===== src/rtl/cfg_frame_receiver.sv =====
`default_nettype none
`timescale 1ns/1ps
// ============================================================================
//  Module      : cfg_frame_receiver
//  Description : Assembles a SYNC-framed, checksummed configuration word of
//                NUM_BYTES bytes from a UART byte stream. The word is committed
//                to registered outputs only on a valid frame, then held in a
//                fixed-length update window for the downstream heart model.
//  Revision    : 1.0 - initial release
// ============================================================================
module cfg_frame_receiver #(
   parameter int unsigned NUM_BYTES      = 4,
   parameter logic [31:0] DEFAULT_CFG    = 32'h0032_8384,
   parameter logic [31:0] PULSE_MASK     = 32'hC000_0000,
   parameter logic [7:0]  SYNC_BYTE      = 8'hA5,
   parameter int unsigned HOLD_CYCLES    = 33334,
   parameter int unsigned TIMEOUT_CYCLES = 500000
) (
   input  logic                   clk,
   input  logic                   rst_n,
   input  logic [7:0]             rx_data,
   input  logic                   rx_valid,
   output logic [8*NUM_BYTES-1:0] cfg,
   output logic                   cfg_update,
   output logic                   err_csum,
   output logic                   err_timeout,
   output logic [7:0]             frame_cnt,
   output logic                   busy
);

   localparam int unsigned CFG_W  = 8 * NUM_BYTES;
   localparam int unsigned IDX_W  = (NUM_BYTES > 1) ? $clog2(NUM_BYTES) : 1;
   localparam int unsigned HOLD_W = (HOLD_CYCLES > 1) ? $clog2(HOLD_CYCLES) : 1;
   localparam int unsigned IDLE_W = $clog2(TIMEOUT_CYCLES + 1);

   // Configuration constants resized to the payload width (truncate or zero-extend)
   localparam logic [CFG_W-1:0]  DEF_CFG   = CFG_W'(DEFAULT_CFG);
   localparam logic [CFG_W-1:0]  MASK      = CFG_W'(PULSE_MASK);
   localparam logic [IDX_W-1:0]  LAST_IDX  = IDX_W'(NUM_BYTES - 1);
   localparam logic [HOLD_W-1:0] HOLD_LAST = HOLD_W'(HOLD_CYCLES - 1);
   localparam logic [IDLE_W-1:0] IDLE_LAST = IDLE_W'(TIMEOUT_CYCLES - 1);

   localparam logic [2:0] S_SYNC = 3'd0;
   localparam logic [2:0] S_PAY  = 3'd1;
   localparam logic [2:0] S_CSUM = 3'd2;
   localparam logic [2:0] S_EVAL = 3'd3;
   localparam logic [2:0] S_HOLD = 3'd4;

   logic [2:0]       state_q,       state_d;
   logic [IDX_W-1:0] idx_q,         idx_d;
   logic [7:0]       sum_q,         sum_d;
   logic [IDLE_W-1:0] idle_q,       idle_d;
   logic [HOLD_W-1:0] hold_q,       hold_d;
   logic [CFG_W-1:0] shadow_q,      shadow_d;
   logic [CFG_W-1:0] cfg_q,         cfg_d;
   logic             cfg_update_q,  cfg_update_d;
   logic             err_csum_q,    err_csum_d;
   logic             err_timeout_q, err_timeout_d;
   logic [7:0]       frame_cnt_q,   frame_cnt_d;
   logic             busy_q,        busy_d;

   // Inter-byte gap has reached its limit on this clock (no byte arriving now)
   logic idle_expired;
   assign idle_expired = (idle_q == IDLE_LAST) && !rx_valid;

   // State and datapath registers; every output is registered for the VHM
   always_ff @(posedge clk or negedge rst_n) begin
      if (!rst_n) begin
         state_q       <= S_SYNC;
         idx_q         <= '0;
         sum_q         <= '0;
         idle_q        <= '0;
         hold_q        <= '0;
         shadow_q      <= DEF_CFG;
         cfg_q         <= DEF_CFG & ~MASK;
         cfg_update_q  <= 1'b0;
         err_csum_q    <= 1'b0;
         err_timeout_q <= 1'b0;
         frame_cnt_q   <= 8'd0;
         busy_q        <= 1'b0;
      end else begin
         state_q       <= state_d;
         idx_q         <= idx_d;
         sum_q         <= sum_d;
         idle_q        <= idle_d;
         hold_q        <= hold_d;
         shadow_q      <= shadow_d;
         cfg_q         <= cfg_d;
         cfg_update_q  <= cfg_update_d;
         err_csum_q    <= err_csum_d;
         err_timeout_q <= err_timeout_d;
         frame_cnt_q   <= frame_cnt_d;
         busy_q        <= busy_d;
      end
   end

   // Next-state selection for the frame parser
   always_comb begin
      state_d = state_q;
      case (state_q)
         S_SYNC: begin
            if (rx_valid && (rx_data == SYNC_BYTE)) state_d = S_PAY;
         end
         S_PAY: begin
            // A SYNC_BYTE value here is ordinary payload; no mid-frame resync
            if (rx_valid) begin
               if (idx_q == LAST_IDX) state_d = S_CSUM;
            end else if (idle_expired) begin
               state_d = S_SYNC;
            end
         end
         S_CSUM: begin
            if (rx_valid)          state_d = S_EVAL;
            else if (idle_expired) state_d = S_SYNC;
         end
         S_EVAL: begin
            state_d = (sum_q == 8'd0) ? S_HOLD : S_SYNC;
         end
         S_HOLD: begin
            if (hold_q == HOLD_LAST) state_d = S_SYNC;
         end
         default: state_d = S_SYNC;
      endcase
   end

   // Datapath updates and registered-output next values per state
   always_comb begin
      idx_d         = idx_q;
      sum_d         = sum_q;
      idle_d        = idle_q;
      hold_d        = hold_q;
      shadow_d      = shadow_q;
      cfg_d         = cfg_q;
      cfg_update_d  = cfg_update_q;
      err_csum_d    = 1'b0;
      err_timeout_d = 1'b0;
      frame_cnt_d   = frame_cnt_q;
      busy_d        = (state_d != S_SYNC);
      case (state_q)
         S_SYNC: begin
            if (rx_valid && (rx_data == SYNC_BYTE)) begin
               idx_d  = '0;
               sum_d  = 8'd0;
               idle_d = '0;
            end
         end
         S_PAY: begin
            if (rx_valid) begin
               for (int i = 0; i < int'(NUM_BYTES); i++) begin
                  if (idx_q == IDX_W'(i)) shadow_d[8*i +: 8] = rx_data;
               end
               sum_d  = sum_q + rx_data;
               idx_d  = idx_q + IDX_W'(1);
               idle_d = '0;
            end else if (idle_expired) begin
               err_timeout_d = 1'b1;
            end else begin
               idle_d = idle_q + IDLE_W'(1);
            end
         end
         S_CSUM: begin
            if (rx_valid) begin
               sum_d  = sum_q + rx_data;
               idle_d = '0;
            end else if (idle_expired) begin
               err_timeout_d = 1'b1;
            end else begin
               idle_d = idle_q + IDLE_W'(1);
            end
         end
         S_EVAL: begin
            if (sum_q == 8'd0) begin
               cfg_d        = shadow_q;
               cfg_update_d = 1'b1;
               hold_d       = '0;
               frame_cnt_d  = frame_cnt_q + 8'd1;
            end else begin
               err_csum_d = 1'b1;
            end
         end
         S_HOLD: begin
            // Pulse-type bits exist only inside the update window
            if (hold_q == HOLD_LAST) begin
               cfg_update_d = 1'b0;
               cfg_d        = cfg_q & ~MASK;
            end else begin
               hold_d = hold_q + HOLD_W'(1);
            end
         end
         default: ;
      endcase
   end

   assign cfg         = cfg_q;
   assign cfg_update  = cfg_update_q;
   assign err_csum    = err_csum_q;
   assign err_timeout = err_timeout_q;
   assign frame_cnt   = frame_cnt_q;
   assign busy        = busy_q;

endmodule
`default_nettype wire


===== config.mk =====
export PLATFORM = sky130hd
export DESIGN_NAME = cfg_frame_receiver
export DESIGN_NICKNAME = d
export VERILOG_FILES = /design/src/rtl/cfg_frame_receiver.sv
export SDC_FILE = /design/constraint.sdc
export NUM_CORES = 1
export LEC_CHECK = 0
export ABC_CLOCK_PERIOD_IN_PS = 3100
export BUFFER_PORTS_ARGS = -buffer_cell sky130_fd_sc_hd__buf_2
export CAP_MARGIN = 0
export CORE_MARGIN = 2
export CORE_UTILIZATION = 40
export CTS_CLUSTER_SIZE = 30
export DETAILED_ROUTE_END_ITERATION = 16
export PLACE_DENSITY = 0.58
export SYNTH_ARGS = -nofsm -noshare
export SYNTH_HDL_FRONTEND = slang
export SYNTH_SLANG_ARGS = --single-unit

===== constraint.sdc =====
create_clock -name clk -period 3.1 [get_ports clk]
set_clock_uncertainty 0.15 [all_clocks]
set_input_delay 0.93 -clock clk [delete_from_list [all_inputs] [get_ports clk]]
set_output_delay 0.93 -clock clk [all_outputs]
set_load 0.01 [all_outputs]

### Word-level counts from Yosys, hierarchy flattened

Cells that the tools add are included.
Widths: inputs -> output; s select.

* flip-flop bits (word level): 124
* input port bits: 11
* output and inout bits: 44

* add/sub/neg operators: 5
* equal/unequal tests: 17
* muxes and demuxes: 32
* bitwise operators: 1
* reductions and logical operators: 22

Operator list (number)
* $mux 32: 2
* $pmux 32 s2: 1
* $mux 19: 3
* $pmux 19 s2: 1
* $mux 16: 2
* $pmux 16 s2: 1
* $reduce_and 3->1: 10
* $mux 3: 7
* $add 19x1->19 const B: 1
* $eq 19x19->1 const B: 1
* $add 16x1->16 const B: 1
* $eq 16x16->1 const B: 1
* $mux 8: 2
* $pmux 8 s2: 1
* $pmux 3 s5: 1
* $ne 2x2->1 const B: 5
* $add 8x1->8 const B: 1
* $add 8x8->8: 1
* $eq 8x8->1 const B: 1
* $logic_not 8->1: 1
* $mux 1: 7
* $eq 3x2->1 const B: 2
* $reduce_bool 2->1: 3
* $eq 2x2->1 const B: 2
* 17 further kinds: 19

### Longest topological paths before layout

* depth after elaboration: 6
* mapped depth: 9

### Worst setup path after synthesis

OpenSTA, ideal clock, no wires.

* path type: input-to-reg
* start: in rx_data[0]
* end: reg sum_q[6]
* setup time: 121 ps
* arrival time: 2370 ps
* data required time: 2829 ps
* path slack: 459 ps
* stages: 8
* buffers on the path: 0
* cells stage by stage: ha_1 -> fa_1 -> a21o_1 -> a21oi_1 -> o21bai_1 -> a21oi_1 -> xnor2_1 -> a22o_1

* word-level cells in the longest chain between the ends: 4
* elaborated cells on any way between the ends: 7
* classes of those cells: add/sub: 1; eq/ne: 2; mux: 2; reduce/logical: 2

RTL lines
* start, declared: RTL line 21 `input logic [7:0] rx_data,`
* branches (longest 4 deep; another with $add 8x8->8)
* end signal, assigned: RTL line 84 `sum_q <= sum_d;`
* end, declared: RTL line 51 `logic [7:0] sum_q, sum_d;`

Parallel ways; which one is timed is not known. The select of a mux whose other input is x is not followed.
A chain may end at the register's enable or synchronous reset.

### Final worst setup path

* start: reg sum_q[4]
* end: reg hold_q[8]

* word-level cells in the longest chain between the ends: 3

RTL lines
* $logic_not 8->1: RTL line 172 `if (sum_q == 8'd0) begin`
* $ne 2x2->1 (no line)
* $reduce_and 3->1 (no line)
* end signal, assigned: RTL line 86 `hold_q <= hold_d;`
* end, declared: RTL line 53 `logic [HOLD_W-1:0] hold_q, hold_d;`

No other way between the ends.

==> parameters.txt <==
Parameter                              Value

Run status
  Result of the run    completed

Synthesis
  Cell taking the most area after synthesis    sky130_fd_sc_hd__dfrtp_1
  Share of Yosys cell area claimed by the top area cell type    0.476
  Avg Cell Area, Syn    10.6 sq um
  Mapped Cells    537
  Cell types occupying the most area after synthesis    sky130_fd_sc_hd__dfrtp_1 48%, sky130_fd_sc_hd__nand2_1 8.0%, sky130_fd_sc_hd__dfstp_2 7.4%
  Synth Flop Type    sky130_fd_sc_hd__dfrtp_1
  Netlist Area Pre-Place    5680 sq um
  Flop and latch count out of synthesis    around 120
  Number of synthesized flops with an enable pin    0
  Count of synthesis-stage warnings from yosys    0
  Compound-cell area share of the yosys netlist    0.0917
  Share of flip-flops with an asynchronous set or reset    1.00
  Sequential cell area fraction in the yosys report    0.550
  Xor/xnor share of the synthesized area    0.0509
  Largest family of logic cells by synthesized area    simple AND/OR/NAND/NOR gates
  Post-Synth Adder-Cell Area    0.0366
  Synthesized-area fraction occupied by and/or/nand/nor cells    0.185
  Mux share of post-synthesis cell area    0.0655
  Synthesized netlist net count    between 500 and 600
  Unique masters post-synth    50

STA
  Hold violation total from the final report    0
  Transition time at the pin with the least slew margin    0.676 ns
  Setup Total Neg Slack    0 ns
  Count of final max-slew check failures    0
  Slew margin rel.    0.549
  RSZ-0062 raised after global routing    no
  Tcrit/Tclk final    0.853
  Final critical delay including setup and external delays    approximately 2.6 ns
  Setup-violating endpoint count in the final report    0
  Max Freq    ~0.38 GHz
  Worst Setup Slack, final    0.455 ns

Worst setup path
  Max stage delay cell, worst path    sky130_fd_sc_hd__or4_4
  R2r startpoint    sum_q[4]$_DFFE_PN0P_
  Data required time of the critical path    between 3 and 4 ns
  Delay of the slowest critical-path stage    between 0.5 and 0.6 ns
  CP Max Fanout    9
  Setup CP Type    reg -> reg
  Data arrival time at the worst-slack endpoint    2.83 ns
  Category of the worst setup path capture point    flip-flop
  Startpoint kind of the worst setup timing path    flip-flop
  Cell chain of the critical path    or4_4 -> nor4_4 -> o2111ai_1 -> or3_1 -> a21oi_1
  Critical path startpoint    sum_q[4]$_DFFE_PN0P_
  Length in cells of the worst reg-to-reg path    5

Drt
  Number of iterations in the first detailed-routing pass    4
  Detailed Route Iter0 Violations    280
  Count of antenna-violating nets left after detailed routing    0
  Wirelength, routed    roughly 12,000 um
  Total number of vias    about 4,100
  Number of remaining DRC errors    0
  Per-cell via count in the routed design    roughly 5.2
  Wire per inst    approximately 15 um

Final layout
  Diodes inserted    0
  Fraction of layout cells with a size suffix above 1    0.243
  Most used cells in the layout excluding fill and tap cells    121 x sky130_fd_sc_hd__nand2_1, 108 x sky130_fd_sc_hd__dfrtp_1, 53 x sky130_fd_sc_hd__buf_2, 39 x sky130_fd_sc_hd__nor2_1, 33 x sky130_fd_sc_hd__mux2_2
  Count of non-filler cells in the finished layout    around 790
  Most common cell after layout, fill and taps aside    sky130_fd_sc_hd__nand2_1
  Fin nets    approximately 630
  Signed area change from the synthesized netlist to the final layout    20.8%

Placed design
  Global placer's final weighted congestion    ~0.82
  Port Buf Inserts    between 50 and 60
  HPWL after detailed placement    8290 um
  Pre-CTS worst setup slack    0.184 ns
  Post-placement cell count    around 760

Die
  I/O pin total    55
  Initial cell density of the core    0.409
  DIE WIDTH    approximately 120 um
  Placement row count    43
  Die Footprint    between 15,000 and 20,000 sq um
  Placeable core region    13,900 sq um
  Die height    ~120 um

GRT
  Total track usage    0.180
  Via count of the first global-routing pass    4,285
  Global-route track usage on met3    0.0378
  Global-route wire length before repair    ~21,000 um
  GR Util met2    0.291
  Most Crowded Layer GR    met2
  M1 GR Usage    0.232
  Antenna violations before repair    0
  Maximum number of pins on one net before global-route repair    69
  Congestion Overflow GR    0

CTS
  H-tree lvl count    4
  Latest clock arrival within the worst-skew pair    around 0.42 ns
  Cts bufs inserted    17
  CTS tree    built
  Buffers inserted during post-CTS setup optimization    0
  Clk root buf    sky130_fd_sc_hd__clkbuf_16
  CTS sink count    roughly 120
  Hold buffers post-CTS    0
  Clock-pin slew on the worst setup and hold paths    ~0.060 ns
  Maximum count of clock buffers along a single path    2
  Post-cts sizing count    0

Flow run
  MaxCap Viol Count    0

Power and ir drop
  P_leak    around 0.0034 uW
  Power density cells    about 800 nW/um^2
  VDD IR max    approximately 0.00041 V

Worst hold path
  Classification of the worst-slack hold path    in -> async
state kept, by name, summed over array words and instances, names as in the netlist:
| register | flops |
|---|---|
| err_timeout | 1 |
| idle_q | 19 |
| busy | 1 |
| frame_cnt | 8 |
| hold_q | 16 |
| cfg_update | 1 |
| err_csum | 1 |
| shadow_q | 32 |
| sum_q | 8 |
| idx_q | 2 |
| state_q | 3 |
| cfg | 32 |
area by class of cell:
class | instances | area (sq um)
tap | 180 | 225
clock inverter | 11 | 189
fill | 1272 | 7030
clock buffer | 21 | 470
timing repair buffer | 63 | 365
multi-input combinational | 383 | 2440
inverter | 12 | 45.0
sequential | 124 | 3120
power breakdown:
part	internal (uW)	switching, uW	leakage, uW	total (uW)
clock	1490	708	0.000319	2190
combinational	496	568	0.00147	1060
sequential	2020	268	0.00164	2290
total	4000	1540	0.00343	5540
synth_stat cells, types with 11 or more instances:
master and number:
sky130_fd_sc_hd__a21oi_1 16, sky130_fd_sc_hd__clkbuf_1 14, sky130_fd_sc_hd__dfrtp_1 108, sky130_fd_sc_hd__dfstp_2 16, sky130_fd_sc_hd__ha_1 15, sky130_fd_sc_hd__inv_1 11
sky130_fd_sc_hd__mux2_2 33, sky130_fd_sc_hd__nand2_1 121, sky130_fd_sc_hd__nor2_1 39, sky130_fd_sc_hd__o21ai_0 16, sky130_fd_sc_hd__xnor2_1 16, sky130_fd_sc_hd__xor2_1 17
cell families after synthesis:
kind of cell | after synthesis
AOI/OAI and AO/OA | 75
xor gates and xnor gates | 33
and+or+nand+nor | 226
adders and majority gates | 16
DFF | 124
buffers and inverters | 30
muxes | 33
layer usage:
layer / up-vias / wire length [um]
li1: 1991 / -
met1: 2042 / 5580
met2: 67 / 5840
met3: 16 / 420
met4: 0 / 239
met5: - / 0
metrics by stage:
| stage | util | hold WS (ns) | power, uW | cell area [sq um] |
|---|---|---|---|---|
| 2_1_floorplan | - | 0.282 | 2990 | 5680 |
| 3_5_place_dp | 0.446 | 0.299 | 3380 | 6190 |
| 3_3_place_gp | 0.446 | 0.289 | 3340 | 6190 |
| 4_1_cts | 0.494 | 0.188 | 5600 | 6850 |
| 5_1_grt | 0.494 | 0.200 | 5870 | 6850 |
| 6_report | 0.494 | 0.200 | 5540 | 6850 |
path summary, 6_finish.rpt:
path	to	slack, ns
max in group asynchronous	cfg[2]$_DFFE_PN1P_	1.96
min in group clk	cfg[7]$_DFFE_PN1P_	0.31
hold / removal	cfg[23]$_DFFE_PN0P_	0.20
setup / recovery	hold_q[8]$_DFFE_PN0P_	0.45
hold reg to reg	cfg[7]$_DFFE_PN1P_	0.31
setup reg to reg	hold_q[8]$_DFFE_PN0P_	0.45
critical path: cells and delay by family (launching register included):
kind	cells	cell delay (ns)
compound gates	2	0.55
flops	1	0.41
simple gates	3	1.45
(Power assumes the default switching activity.)
